## config.mk

```make
export PLATFORM = sky130hd
export DESIGN_NAME = butterfly_pipe
export DESIGN_NICKNAME = d
export VERILOG_FILES = /design/src/rtl/butterfly_pipe.sv
export SDC_FILE = /design/constraint.sdc
export NUM_CORES = 2
export LEC_CHECK = 0
export CORE_MARGIN = 1
export CORE_UTILIZATION = 40
export DETAILED_ROUTE_END_ITERATION = 8
export PLACE_DENSITY = 0.59
export SYNTH_ARGS = -nofsm -noshare
export SYNTH_HDL_FRONTEND = slang
export SYNTH_SLANG_ARGS = --single-unit
```

## constraint.sdc

```tcl
create_clock -name clk -period 9.84 [get_ports clk]
set_input_delay 0.984 -clock clk [delete_from_list [all_inputs] [get_ports clk]]
set_output_delay 0.984 -clock clk [all_outputs]
set_load 0.005 [all_outputs]
```

## src/rtl/butterfly_pipe.sv

```systemverilog
// Radix-2 DIT butterfly A' = A + B*W, B' = A - B*W with rounding, optional /2, conj-twiddle and saturation.
// Latency 3 cycles, 1 op/cycle; any output stall (out_valid && !out_ready) freezes every stage and drops in_ready.
module butterfly_pipe #(
  parameter int DATA_W  = 16,
  parameter int TW_W    = 16,
  parameter int TW_FRAC = 15
) (
  input  logic              clk,
  input  logic              reset,
  input  logic              in_valid,
  output logic              in_ready,
  input  logic [DATA_W-1:0] real_a,
  input  logic [DATA_W-1:0] img_a,
  input  logic [DATA_W-1:0] real_b,
  input  logic [DATA_W-1:0] img_b,
  input  logic [TW_W-1:0]   real_tw,
  input  logic [TW_W-1:0]   img_tw,
  input  logic              scale,
  input  logic              inverse,
  output logic              out_valid,
  input  logic              out_ready,
  output logic [DATA_W-1:0] real_ap,
  output logic [DATA_W-1:0] img_ap,
  output logic [DATA_W-1:0] real_bp,
  output logic [DATA_W-1:0] img_bp,
  output logic              ovf,
  input  logic              ovf_clr
);

  localparam int PW = DATA_W + TW_W;
  localparam int CW = PW + 1;
  localparam int BW = DATA_W + 2;
  localparam int SW = DATA_W + 3;

  localparam logic signed [CW-1:0] RND  = CW'(1) << (TW_FRAC - 1);
  localparam logic signed [SW-1:0] MAXV = SW'((1 << (DATA_W - 1)) - 1);
  localparam logic signed [SW-1:0] MINV = SW'(-(1 << (DATA_W - 1)));

  logic stall;
  logic v1, v2, v3;

  logic signed [DATA_W-1:0] a_re1, a_im1, b_re1, b_im1;
  logic signed [TW_W-1:0]   tw_re1, tw_im1;
  logic                     scale1, inv1;

  logic signed [PW-1:0]     p_rr, p_ii, p_ri, p_ir;
  logic signed [DATA_W-1:0] a_re2, a_im2;
  logic                     scale2, inv2;

  logic signed [CW-1:0]     c_re, c_im;
  logic signed [BW-1:0]     btw_re, btw_im;
  logic signed [SW-1:0]     sa_re, sa_im, sb_re, sb_im;
  logic                     any_clip;

  logic signed [DATA_W-1:0] ap_re_q, ap_im_q, bp_re_q, bp_im_q;

  function automatic logic signed [SW-1:0] halve(input logic signed [SW-1:0] v, input logic s);
    logic signed [SW-1:0] r;
    r = s ? ((v + SW'(1)) >>> 1) : v;
    return r;
  endfunction

  function automatic logic clips(input logic signed [SW-1:0] v);
    return (v > MAXV) || (v < MINV);
  endfunction

  function automatic logic signed [DATA_W-1:0] sat(input logic signed [SW-1:0] v);
    logic signed [DATA_W-1:0] r;
    if (v > MAXV)      r = MAXV[DATA_W-1:0];
    else if (v < MINV) r = MINV[DATA_W-1:0];
    else               r = v[DATA_W-1:0];
    return r;
  endfunction

  assign stall     = v3 && !out_ready;
  assign in_ready  = !stall;
  assign out_valid = v3;

  // Datapath registers carry no reset: the valid bits alone qualify them.
  always_ff @(posedge clk) begin
    if (!stall) begin
      if (in_valid) begin
        a_re1  <= $signed(real_a);
        a_im1  <= $signed(img_a);
        b_re1  <= $signed(real_b);
        b_im1  <= $signed(img_b);
        tw_re1 <= $signed(real_tw);
        tw_im1 <= $signed(img_tw);
        scale1 <= scale;
        inv1   <= inverse;
      end
      if (v1) begin
        p_rr   <= PW'(b_re1) * PW'(tw_re1);
        p_ii   <= PW'(b_im1) * PW'(tw_im1);
        p_ri   <= PW'(b_re1) * PW'(tw_im1);
        p_ir   <= PW'(b_im1) * PW'(tw_re1);
        a_re2  <= a_re1;
        a_im2  <= a_im1;
        scale2 <= scale1;
        inv2   <= inv1;
      end
    end
  end

  // Conjugation is folded into the add/sub signs so a -2^(TW_W-1) twiddle never needs negating.
  always_comb begin
    if (inv2) begin
      c_re = CW'(p_rr) + CW'(p_ii);
      c_im = CW'(p_ir) - CW'(p_ri);
    end else begin
      c_re = CW'(p_rr) - CW'(p_ii);
      c_im = CW'(p_ri) + CW'(p_ir);
    end
    btw_re   = BW'((c_re + RND) >>> TW_FRAC);
    btw_im   = BW'((c_im + RND) >>> TW_FRAC);
    sa_re    = halve(SW'(a_re2) + SW'(btw_re), scale2);
    sa_im    = halve(SW'(a_im2) + SW'(btw_im), scale2);
    sb_re    = halve(SW'(a_re2) - SW'(btw_re), scale2);
    sb_im    = halve(SW'(a_im2) - SW'(btw_im), scale2);
    any_clip = clips(sa_re) || clips(sa_im) || clips(sb_re) || clips(sb_im);
  end

  always_ff @(posedge clk) begin
    if (reset) begin
      v1      <= 1'b0;
      v2      <= 1'b0;
      v3      <= 1'b0;
      ovf     <= 1'b0;
      ap_re_q <= '0;
      ap_im_q <= '0;
      bp_re_q <= '0;
      bp_im_q <= '0;
    end else if (!stall) begin
      v1 <= in_valid;
      v2 <= v1;
      v3 <= v2;
      if (v2) begin
        ap_re_q <= sat(sa_re);
        ap_im_q <= sat(sa_im);
        bp_re_q <= sat(sb_re);
        bp_im_q <= sat(sb_im);
      end
      ovf <= (v2 && any_clip) || (ovf && !ovf_clr);
    end
  end

  assign real_ap = ap_re_q;
  assign img_ap  = ap_im_q;
  assign real_bp = bp_re_q;
  assign img_bp  = bp_im_q;

endmodule
```

# Word-level counts from Yosys, hierarchy flattened
# Cells that the tools add are included.
# totals
input_bits	103
regBits	328
rom_bits	0
mem_bits_rw	0
latchBits	0
n_memories	0
wordCells	82
# classes
multipliers	4
bitwise	1
n_lt_le_gt_ge	8
shifts	0
add_sub_neg	14
div_mod_pow	0
eq_ne	0
n_reduce_logical	17
muxes	14
# ops
op	n
16-bit by 16-bit multiplier with 32-bit output	4
16-bit 2-to-1 mux	8
19-bit by 2-bit adder with 19-bit output, second input constant	4
19-bit by 16-bit greater-than comparator with 1-bit output, second input constant	4
19-bit by 16-bit less-than comparator with 1-bit output, second input constant	4
19-bit 2-to-1 mux	4
32-bit by 32-bit adder with 33-bit output	2
33-bit by 16-bit adder with 33-bit output, second input constant	2
33-bit 2-to-1 mux	2
32-bit by 32-bit subtractor with 33-bit output	2
16-bit by 18-bit adder with 19-bit output	2
16-bit by 18-bit subtractor with 19-bit output	2
1-bit logical OR	8
2-bit AND reduction	3
1-bit logical AND	3
1-bit zero test	3
1-bit inverter	1

# Logic depth before layout (Yosys ltp)
# logic_depth
word_depth	13
depth_mapped	38

# Worst setup path before layout
# OpenSTA, ideal clock, no wires.
# synth_path
kind	reg-to-reg
start	register p_ri[8]
end	register ovf
slack_ns	2.032
n_path_buf	1
stages_incl_launch_ff	31
required_ns	9.725
setup_time_ns	0.115
t_arrival_ns	7.693
cell_sequence	edfxtp_1 nor3_1 nand2_1 or3_1 nor4_1 nor2_1 xnor2_1 ha_1 a21oi_1 nor2b_1 a2111oi_0 a21oi_1 xnor2_1 a2111oi_0 nand4_1 nor3b_1 xor2_1 ha_1 clkbuf_1 and2_1 a22oi_1 nor3b_1 nand3b_1 a31oi_1 xor2_1 or4_4 o21ai_1 o2111ai_1 and2_0 or4_1 o21a_1
# synth_between
elab_chain_len	13
word_cells_on_any_way	21
# synth_lines
element	line_no	rtl
start, declared	46	logic signed [PW-1:0] p_rr, p_ii, p_ri, p_ir;
start signal, assigned	95	p_ri <= PW'(b_re1) * PW'(tw_im1);
32-bit by 32-bit adder with 33-bit output or 32-bit by 32-bit subtractor with 33-bit output (tied branches)	112, 109	
33-bit 2-to-1 mux (*)	107	if (inv2) begin
33-bit by 16-bit adder with 33-bit output (*)	115	btw_im = BW'((c_im + RND) >>> TW_FRAC);
16-bit by 18-bit adder with 19-bit output	117	sa_im = halve(SW'(a_im2) + SW'(btw_im), scale2);
19-bit by 2-bit adder with 19-bit output	59	r = s ? ((v + SW'(1)) >>> 1) : v;
19-bit 2-to-1 mux	59	
19-bit by 16-bit greater-than comparator with 1-bit output or 19-bit by 16-bit less-than comparator with 1-bit output (tied branches)	64	return (v > MAXV) || (v < MINV);
1-bit logical OR	64	
1-bit logical OR (2 in series)	120	any_clip = clips(sa_re) || clips(sa_im) || clips(sb_re) || clips(sb_im);
1-bit logical OR (*)	120	
1-bit logical AND (*)	143	ovf <= (v2 && any_clip) || (ovf && !ovf_clr);
1-bit logical OR (*)	143	
end signal, assigned	143	
end, declared	26	output logic ovf,
# Every way passes the cells marked *; elsewhere a longest branch is shown, timed or not.
# A chain may end at the register's enable or synchronous reset.

# Worst setup path in the final report
# Ends and elaborated chain as after synthesis.

==> summary.txt <==
Setup path
  – Worst setup startpoint: p_ri[8]
  – CP max FO: 15
  – Critical path required time: just over 10 ns
  – CP max stage cell: a2111oi_1
  – Most used cell, CP: a21oi_1
  – Max incr delay on CP: roughly 0.58 ns
  – Reg2Reg Launch Point: p_ri[8]
  – Crit path DAT: about 9.6 ns
  – Startpoint types: flop
  – CP endpoint kind: flop
  – CP Class: reg2reg

Global routing
  – Largest net degree at the start of global routing: between 80 and 90
  – Tot GR Track Use: 0.216
  – Vias in the first global route: about 47000
  – Overflow after GRT: 0
  – Antenna violations before repair: 8
  – Global-route wire length before repair: between 200 and 300 mm

Placement
  – DP Area: 0.0639 mm^2
  – GP Congestion: roughly 0.9
  – HPWL after DPL: between 100 and 150 mm
  – Port bufs: about 170
  – Inst Count DP: approximately 8400

Floorplanning
  – Core ar.: 0.148 mm^2
  – Row cnt: around 140
  – Initial core utilization: 0.405
  – Die area: approximately 0.15 mm^2
  – Die X: a little under 400 um
  – I/O pins: 170
  – Die height: between 300 and 400 um

Detailed routing
  – Vias/cell: 5.16
  – Routed Antenna Nets: 0
  – WL/cell: around 19 um
  – DRC errors left: 0
  – Router iterations before antenna repair: 6
  – Final wirelength: between 150 and 200 mm
  – Total vias in the final route: 43943
  – 1st-iter DRT viols: between 2000 and 3000

CTS
  – TritonCTS Sinks: around 330
  – Clock buffer depth: 3
  – Worst-path clk slew: 0.06 ns
  – H-tree depth: 2
  – CTS tree: yes
  – CTS Buf Count: between 40 and 50
  – Clk_lat worst skew: approximately 0.65 ns
  – Hold_buf cts: 0
  – Root buffer cell: clkbuf_16

Layout
  – Finished Layout Cells: 8518
  – Design Area, Final: 0.0654 mm^2
  – Proportion of layout cells with a drive suffix above 1: 0.0379
  – Final net count: approximately 8100
  – FILL cells: approximately 14000
  – Commonest non-fill, non-tap cell in the layout: inv_1
  – Commonest non-fill, non-tap cells in the layout: 1226 x inv_1, 1052 x fa_1, 718 x nand2_1
  – Area Overhead vs Synth: 8.80%

Synth
  – Post-synthesis register bit count: approximately 330
  – Mapped Nets: 8078
  – Ys Warns: 0
  – Post-synthesis instance area: between 0.06 and 0.07 mm^2
  – Seq/Total Area, Yosys: 0.153
  – Post-synth EDFFs: 260
  – Synth Flop Type: edfxtp_1
  – Ys async rst share: 0
  – Syn avg cell area: approximately 9.3 um^2
  – Yosys cell types: 111
  – Cells after Synth: 6451

STA
  – Unrepaired setup endpoints after global routing: false
  – Worst-Margin Slew: 1.20 ns
  – Fin. max-slew vios: 0
  – Fin Clk Skew: about 0.033 ns
  – Fin crit period: between 9 and 10 ns
  – Sum of negative setup slack: 0 ns
  – Final hold vios: 0
  – Slew Limit Headroom: 0.201
  – Final setup fails: 0
  – FMAX: around 0.11 GHz
  – Final period utilization: 0.919

Worst hold path
  – HP Start: scale1
  – Hold crit path type: reg2reg

Outcome
  – Status: finished clean

Run
  – Maxcap violations: 0
## area by class of cell
cell class	count	area, um^2	area share
timing repair buffer	259	2360	0.0361
inverter	1228	4610	0.0705
clock inverter	31	370	0.00566
sequential	328	9170	0.140
tap	2002	2500	0.0383
multi-input combinational	4620	45300	0.692
antenna	1	2.50	0.0000383
clock buffer	49	1100	0.0168
## critical path: cells and delay by family (launching register included)
family | cells | cell delay, ns
flip-flops | 1 | 0.42
AND/OR/NAND/NOR | 14 | 3.73
XOR/XNOR | 3 | 0.58
AO/OA/AOI/OAI | 11 | 3.46
adder cells (fa/ha/maj) | 2 | 0.70
## worst paths after layout
kind	slack [ns]	to	cells after the start
hold reg to reg	0.42	scale2	0
setup / recovery	0.80	ovf	30
setup reg to reg	0.80	ovf	30
hold / removal	0.42	scale2	0
## metrics by stage
stage / setup slack [ns] / hold slack [ns] / utilization
6_report: 0.799 / 0.417 / 0.441
5_1_grt: 0.112 / 0.435 / 0.441
4_1_cts: 0.475 / 0.420 / 0.441
3_5_place_dp: 0.545 / 0.405 / 0.431
3_3_place_gp: 0.770 / 0.405 / 0.431
2_1_floorplan: 2.03 / 0.400 / -
## cell families after synthesis
kind of cell	count (synthesis)	synth area share
AND/OR/NAND/NOR	1927	0.160
adder cells (fa/ha/maj)	1525	0.449
buffers and inverters	1503	0.0946
AO/OA/AOI/OAI	811	0.0914
XOR/XNOR	345	0.0508
flip-flops	328	0.153
multiplexers	12	0.00212
## cell usage after synthesis, drive strengths merged (33+ instances only)
master     n  area, um^2
edfxtp   260        7810
o21ai    139         696
a21oi    218        1100
ha       472        5910
inv     1228        4610
a211oi    63         483
a31oi     40         263
a21o      75         563
nand2b   100         626
nor2     272        1030
nand2    718        2700
xnor2    234        2060
dfxtp     68        1360
nor3      97         517
clkbuf   254         953
and3      40         250
xor2     111         987
o21bai    33         251
and2     426        2670
fa      1052       21100
nand3     69         345
nor4      33         213
## repair_timing
| action | in CTS | in global routing |
|---|---|---|
| gates resized for setup | 0 | 6 |
| endpoints found under the setup margin | 0 | 37 |
| buffers inserted | 0 | 0 |
## routing by layer
metal  part of all wire  GRT usage  routed length [um]
met2               0.47      0.360               74800
met4              0.026     0.0570                4100
met5           0.000081          0                  13
met3              0.056     0.0311                9010
met1               0.45      0.292               72400
## sequential cells by signal (all words and copies together) (netlist names), 16 cells and up
| register | count |
|---|---|
| p_ri | 32 |
| tw_re1 | 16 |
| img_ap | 16 |
| img_bp | 16 |
| p_rr | 32 |
| p_ii | 32 |
| tw_im1 | 16 |
| real_ap | 16 |
| b_re1 | 16 |
| p_ir | 32 |
| real_bp | 16 |
| b_im1 | 16 |
| a_re1 | 16 |
| a_re2 | 16 |
| a_im1 | 16 |
| a_im2 | 16 |
Power is not shown: default switching activity piles up to over one toggle a cycle in this logic, so the estimate is an artifact.
